[src/rtl/pea_pkg.sv]
// pea_pkg: shared PE-array control-word width, NOP encoding and sequencer state type.
package pea_pkg;
    localparam int N_CFG_BITS_PE = 16;
    localparam logic [N_CFG_BITS_PE-1:0] CTRL_NOP = '0;
    typedef enum logic [1:0] {IDLE, RUN, DRAIN} seq_state_t;
endpackage

[src/rtl/dae_ctx_mem.sv]
// dae_ctx_mem: N_PE x N_CTX control-word register file, one write port, one N_PE-wide read at a shared ctx.
module dae_ctx_mem
    import pea_pkg::*;
#(
    parameter int N_PE  = 16,
    parameter int N_CTX = 4
) (
    input  logic                                    clk_i,
    input  logic                                    rst_i,
    input  logic                                    we_i,
    input  logic [$clog2(N_PE)-1:0]                 pe_i,
    input  logic [$clog2(N_CTX)-1:0]                wctx_i,
    input  logic [N_CFG_BITS_PE-1:0]                word_i,
    input  logic [$clog2(N_CTX)-1:0]                rctx_i,
    output logic [N_PE-1:0][N_CFG_BITS_PE-1:0]      rd_o
);
    localparam int PW = $clog2(N_PE);
    logic [N_PE-1:0][N_CTX-1:0][N_CFG_BITS_PE-1:0] r_mem;
    always_ff @(posedge clk_i) begin
        if (rst_i) r_mem <= {(N_PE*N_CTX){CTRL_NOP}};
        else if (we_i) r_mem[pe_i][wctx_i] <= word_i;
    end
    // Forward a same-cycle write so a run started alongside it sees the new word.
    for (genvar p = 0; p < N_PE; p++) begin : g_rd
        assign rd_o[p] = (we_i && pe_i == PW'(p) && wctx_i == rctx_i) ? word_i : r_mem[p][rctx_i];
    end
endmodule

[src/rtl/dae_pe_ctx_sequencer.sv]
// dae_pe_ctx_sequencer: replays stored per-PE contexts for n_iter iterations, then drains with NOPs.
// Optional macro DAE_SEQ_PERF_EN adds busy-cycle and stall-cycle performance counters.
module dae_pe_ctx_sequencer
    import pea_pkg::*;
#(
    parameter int N_PE       = 16,
    parameter int N_CTX      = 4,
    parameter int PIPE_DEPTH = 2,
    parameter int ITER_W     = 16
) (
    input  logic                                clk_i,
    input  logic                                rst_i,
    input  logic                                cfg_we_i,
    input  logic [$clog2(N_PE)-1:0]             cfg_pe_i,
    input  logic [$clog2(N_CTX)-1:0]            cfg_ctx_i,
    input  logic [N_CFG_BITS_PE-1:0]            cfg_word_i,
    input  logic                                start_i,
    input  logic [$clog2(N_CTX):0]              n_ctx_i,
    input  logic [ITER_W-1:0]                   n_iter_i,
    input  logic                                stall_i,
    output logic [N_PE-1:0][N_CFG_BITS_PE-1:0]  ctrl_pe_o,
    output logic [$clog2(N_CTX)-1:0]            ctx_idx_o,
    output logic                                busy_o,
    output logic                                done_o,
    output logic                                cfg_err_o
`ifdef DAE_SEQ_PERF_EN
    ,
    output logic [31:0]                         perf_cycles_o,
    output logic [31:0]                         perf_stalls_o
`endif
);
    localparam int CW = $clog2(N_CTX);
    localparam int DW = $clog2(PIPE_DEPTH) + 1;
    seq_state_t r_state;
    logic [CW-1:0] r_ctx, r_nctx_m1, w_ctx_nxt, w_rd_ctx;
    logic [ITER_W-1:0] r_iter, r_niter_m1;
    logic [DW-1:0] r_drain;
    logic [N_PE-1:0][N_CFG_BITS_PE-1:0] r_ctrl, w_rd;
    logic r_busy, r_done, r_err;
    logic w_idle, w_start_ok, w_accept, w_wrap, w_last, w_we;

    assign w_idle     = r_state == IDLE;
    assign w_start_ok = n_ctx_i != '0 && n_ctx_i <= (CW+1)'(N_CTX) && n_iter_i != '0;
    assign w_accept   = w_idle && start_i && w_start_ok;
    assign w_wrap     = r_ctx == r_nctx_m1;
    assign w_last     = w_wrap && r_iter == r_niter_m1;
    assign w_ctx_nxt  = w_wrap ? '0 : r_ctx + CW'(1);
    assign w_rd_ctx   = r_state == RUN ? w_ctx_nxt : '0;
    assign w_we       = cfg_we_i && w_idle;

    dae_ctx_mem #(.N_PE(N_PE), .N_CTX(N_CTX)) u_mem (
        .clk_i  (clk_i),
        .rst_i  (rst_i),
        .we_i   (w_we),
        .pe_i   (cfg_pe_i),
        .wctx_i (cfg_ctx_i),
        .word_i (cfg_word_i),
        .rctx_i (w_rd_ctx),
        .rd_o   (w_rd)
    );

    always_ff @(posedge clk_i) begin
        if (rst_i) begin
            r_state    <= IDLE;
            r_ctx      <= '0;
            r_iter     <= '0;
            r_drain    <= '0;
            r_nctx_m1  <= '0;
            r_niter_m1 <= '0;
            r_ctrl     <= {N_PE{CTRL_NOP}};
            r_busy     <= 1'b0;
            r_done     <= 1'b0;
            r_err      <= 1'b0;
        end else begin
            r_done <= 1'b0;
            r_err  <= (cfg_we_i && !w_idle) || (w_idle && start_i && !w_start_ok);
            case (r_state)
                IDLE: if (w_accept) begin
                    r_state    <= RUN;
                    r_ctx      <= '0;
                    r_iter     <= '0;
                    r_nctx_m1  <= CW'(n_ctx_i - (CW+1)'(1));
                    r_niter_m1 <= n_iter_i - ITER_W'(1);
                    r_ctrl     <= w_rd;
                    r_busy     <= 1'b1;
                end
                RUN: if (!stall_i) begin
                    if (w_last) begin
                        r_state <= DRAIN;
                        r_ctx   <= '0;
                        r_drain <= '0;
                        r_ctrl  <= {N_PE{CTRL_NOP}};
                    end else begin
                        r_ctx  <= w_ctx_nxt;
                        r_ctrl <= w_rd;
                        if (w_wrap) r_iter <= r_iter + ITER_W'(1);
                    end
                end
                DRAIN: if (!stall_i) begin
                    if (r_drain == DW'(PIPE_DEPTH - 1)) begin
                        r_state <= IDLE;
                        r_busy  <= 1'b0;
                        r_done  <= 1'b1;
                    end else begin
                        r_drain <= r_drain + DW'(1);
                    end
                end
                default: r_state <= IDLE;
            endcase
        end
    end

    assign ctrl_pe_o = r_ctrl;
    assign ctx_idx_o = r_ctx;
    assign busy_o    = r_busy;
    assign done_o    = r_done;
    assign cfg_err_o = r_err;

`ifdef DAE_SEQ_PERF_EN
    logic [31:0] r_cyc, r_stl;
    always_ff @(posedge clk_i) begin
        if (rst_i || w_accept) begin
            r_cyc <= '0;
            r_stl <= '0;
        end else begin
            if (r_busy && ~&r_cyc) r_cyc <= r_cyc + 32'd1;
            if (r_busy && stall_i && ~&r_stl) r_stl <= r_stl + 32'd1;
        end
    end
    assign perf_cycles_o = r_cyc;
    assign perf_stalls_o = r_stl;
`endif
endmodule

[config.mk]
export PLATFORM = sky130hd
export DESIGN_NAME = dae_pe_ctx_sequencer
export DESIGN_NICKNAME = d
export VERILOG_FILES = /design/src/rtl/pea_pkg.sv /design/src/rtl/dae_ctx_mem.sv /design/src/rtl/dae_pe_ctx_sequencer.sv
export SDC_FILE = /design/constraint.sdc
export NUM_CORES = 2
export LEC_CHECK = 0
export CORE_MARGIN = 2
export CORE_UTILIZATION = 49
export CTS_CLUSTER_SIZE = 12
export DETAILED_ROUTE_END_ITERATION = 16
export PLACE_DENSITY_LB_ADDON = 0.1
export SYNTH_ARGS = -nofsm -noshare
export SYNTH_HDL_FRONTEND = slang
export SYNTH_SLANG_ARGS = --single-unit
[constraint.sdc]
create_clock -name clk_i -period 2.6 [get_ports clk_i]
set_input_delay 0.39 -clock clk_i [delete_from_list [all_inputs] [get_ports clk_i]]
set_output_delay 0.39 -clock clk_i [all_outputs]
set_load 0.02 [all_outputs]
==> summary.md <==
| Metric | Value |
|---|---|
| CTS Buf Count | `about 140` |
| Post-synth top flop | `dfxtp_1` |
| Top-count cell post-synth | `nand2_1` |
| Slew Limit Fails | `0` |
| RSZ-0062 raised after global routing | `true` |
| Die width | `341 um` |
| Via Count | `about 47000` |
| Max Clk Rate | `around 390 MHz` |
| Startpoint types | `flip-flop` |
| Crit path time final | `around 2500 ps` |
| Post-synthesis sequential area ratio | `47.6%` |
| Area Growth Syn to Fin | `24.4%` |
| Synth Cell Area | `roughly 56000 sq um` |
| Fillers | `9631` |
| Clock slew at reported path FFs | `approximately 60 ps` |
| Initial Utilization | `around half` |
| CP arrival | `3170 ps` |
| PD cells | `roughly 630 nW/um^2` |
| Vias per cell | `around 5.7` |
| First-pass DRT Iterations | `7` |
| Cell taking the most area after synthesis | `dfxtp_1` |
| Status | `completed` |
| Yosys warnings | `0` |
| N_diodes | `0` |
| Largest net degree at the start of global routing | `~120` |
| Crit end category | `flip-flop` |
| Crit path kind | `reg -> reg` |
| CTS tree | `built` |
| Global-route wire length before repair | `between 200000 and 300000 um` |
| Row count | `between 100 and 150` |
| Root Driver | `clkbuf_16` |
| Grt total ovfl | `0` |
| Longest Clk Path Bufs | `3` |
| WL/cell | `21.3 um` |
| Worst EP required | `3230 ps` |
| DIE AREA | `116000 sq um` |
| Vias in the first global route | `45221` |
| Antenna-violating nets left | `0` |
| Initial antenna violation count | `0` |
| Mapped Nets | `around 6300` |
| CP max FO | `23` |
| Final hold viol count | `0` |
| #FFs+latches synth | `about 1300` |
| Clock net sink count | `1323` |
| Non-filler instance count after layout | `slightly above 8000` |
| Fin crit share | `between 90 and 100%` |
| Ports | `approximately 300` |
| Area after DPL | `around 64000 sq um` |
| Number of DRC markers in iteration 0 | `between 4000 and 5000` |
| Pwr Total | `about 44 mW` |
| Skew-Pair Late Insertion Delay | `between 700 and 800 ps` |
| DPL Wire Length | `about 110000 um` |
| Async SR Flop Fraction | `0%` |
| Post-Route WL | `~180000 um` |
| Setup Skew | `~22 ps` |
| Avg Cell Area, Syn | `8.85 sq um` |
| Peak VDD IR | `between 0.6 and 0.7 mV` |
| Placed cells | `between 8000 and 9000` |
| WHS | `a little over 60 ps` |
| Post-synth EDFFs | `0` |
| Max cap viols | `0` |
| Layout Nets | `approximately 6700` |
| DRC violations left | `0` |
| Rel. slew slack | `between 40% and 50%` |
| Routability cong. | `a little over 0.8` |
| HP Class | `in -> reg` |
| Final setup viols | `0` |
| Worst-margin pin slew | `slightly below 900 ps` |
| Final instance area | `69200 sq um` |
| Yosys cell types | `between 50 and 60` |
| Synth area leaders | `dfxtp_1, nand2_1, mux2i_1` |
| Sum Neg Setup Slack | `0 ps` |
| Port buffer count | `between 300 and 400` |
| LEAKAGE | `24.1 nW` |
| Most frequent cells after synthesis | `nand2_1, dfxtp_1, a21oi_1` |
| Layout cells sized above 1 | `approximately 16%` |
| Total core area | `112000 sq um` |
| CTS H-Tree Depth | `4` |
| Post-Synthesis Cells | `roughly 6300` |
| Gr usage total | `between 20% and 30%` |
| Die height | `about 340 um` |
| Share of Yosys cell area claimed by the top area cell type | `between 40 and 50%` |
[registers in the layout (all words and copies together), names as in the netlist]
register	flops
done_o	1
busy_o	1
r_iter	16
ctx_idx_o	2
cfg_err_o	1
r_niter_m1	16
ctrl_pe_o	256
r_drain	2
r_state	2
r_nctx_m1	2
u_mem.r_mem	1024
[per-stage QoR]
stage	utilization [%]	setup slack, ps
6_report	61.5	57.2
5_1_grt	61.5	-56.6
4_1_cts	61.4	12.1
3_5_place_dp	57.1	-431
3_3_place_gp	57.1	-419
2_1_floorplan	-	192
[logic make-up after synthesis]
family | after synthesis | share of synthesized area, %
compound gates | 1310 | 12.6
xor+xnor | 34 | 0.536
fa+ha+maj | 4 | 0.0900
buf+inv | 645 | 4.69
flops | 1323 | 47.6
mux | 738 | 18.0
simple gates | 2228 | 16.5
[cell type report]
class	count	area [sq um]	share of cell area, %
Inverter	26	97.6	0.141
Sequential cell	1323	26500	38.3
Tap cell	1500	1880	2.71
Clock buffer	223	4340	6.28
Multi-Input combinational cell	4314	26700	38.7
Clock inverter	25	369	0.534
Timing Repair Buffer	859	9230	13.4
[worst max-delay path: stages (launching register included)]
cell,delay (ps)
dfxtp_1,420
nor2b_4,300
buf_4,170
o211ai_4,100
xnor2_1,200
buf_12,170
or3_1,420
buf_12,190
buf_4,160
mux2i_1,160
o21ai_0,100
[metal layers]
metal | vias up | share of wire, % | GRT usage [%]
met5 | - | 0 | 0
met4 | 0 | 2.9 | 9.73
met3 | 271 | 7.0 | 5.10
met2 | 1670 | 46 | 47.2
met1 | 23182 | 44 | 40.6
li1 | 22371 | - | -
[report_power, final]
| group | switching (mW) | internal [mW] | total (mW) |
|---|---|---|---|
| registers | 0.0672 | 20.4 | 20.4 |
| logic | 1.93 | 0.959 | 2.89 |
| clock network | 8.36 | 12.1 | 20.4 |
| total | 10.4 | 33.4 | 43.8 |
[cells in the final DEF, fill, tap and decap left out, types with 24 or more instances in the layout]
master,instances
mux4_2,208
buf_4,401
nand3_1,302
clkbuf_16,147
o21ai_0,316
buf_12,163
mux2i_1,529
and3_1,24
a21oi_1,818
a211oi_1,29
clkdlybuf4s50_1,289
dfxtp_1,1321
clkbuf_1,38
nand2_1,1436
inv_1,26
xnor2_1,29
clkbuf_8,38
nor2_1,333
[path summary, 6_finish.rpt]
kind | startpoint | endpoint | slack (ps) | cells after the start
max | r_state[0]$_SDFFE_PP0P_ | ctrl_pe_o[191]$_SDFFE_PP0P_ | 60 | 10
min reg2reg | ctrl_pe_o[222]$_SDFFE_PP0P_ | ctrl_pe_o[222]$_SDFFE_PP0P_ | 450 | 2
min | cfg_word_i[5] | u_mem.r_mem[645]$_SDFFE_PP0P_ | 60 | 3
max reg2reg | r_state[0]$_SDFFE_PP0P_ | ctrl_pe_o[191]$_SDFFE_PP0P_ | 60 | 10
[what timing repair did]
item                       in CTS  in global routing
setup buffers                   2                 13
gates resized for setup         3                  8
hold endpoints to repair       13                  0
pin swaps                       1                  2
setup endpoints to repair     166                 82
hold buffers                    3                  0
Note: power is estimated with default switching activity, not from simulation.
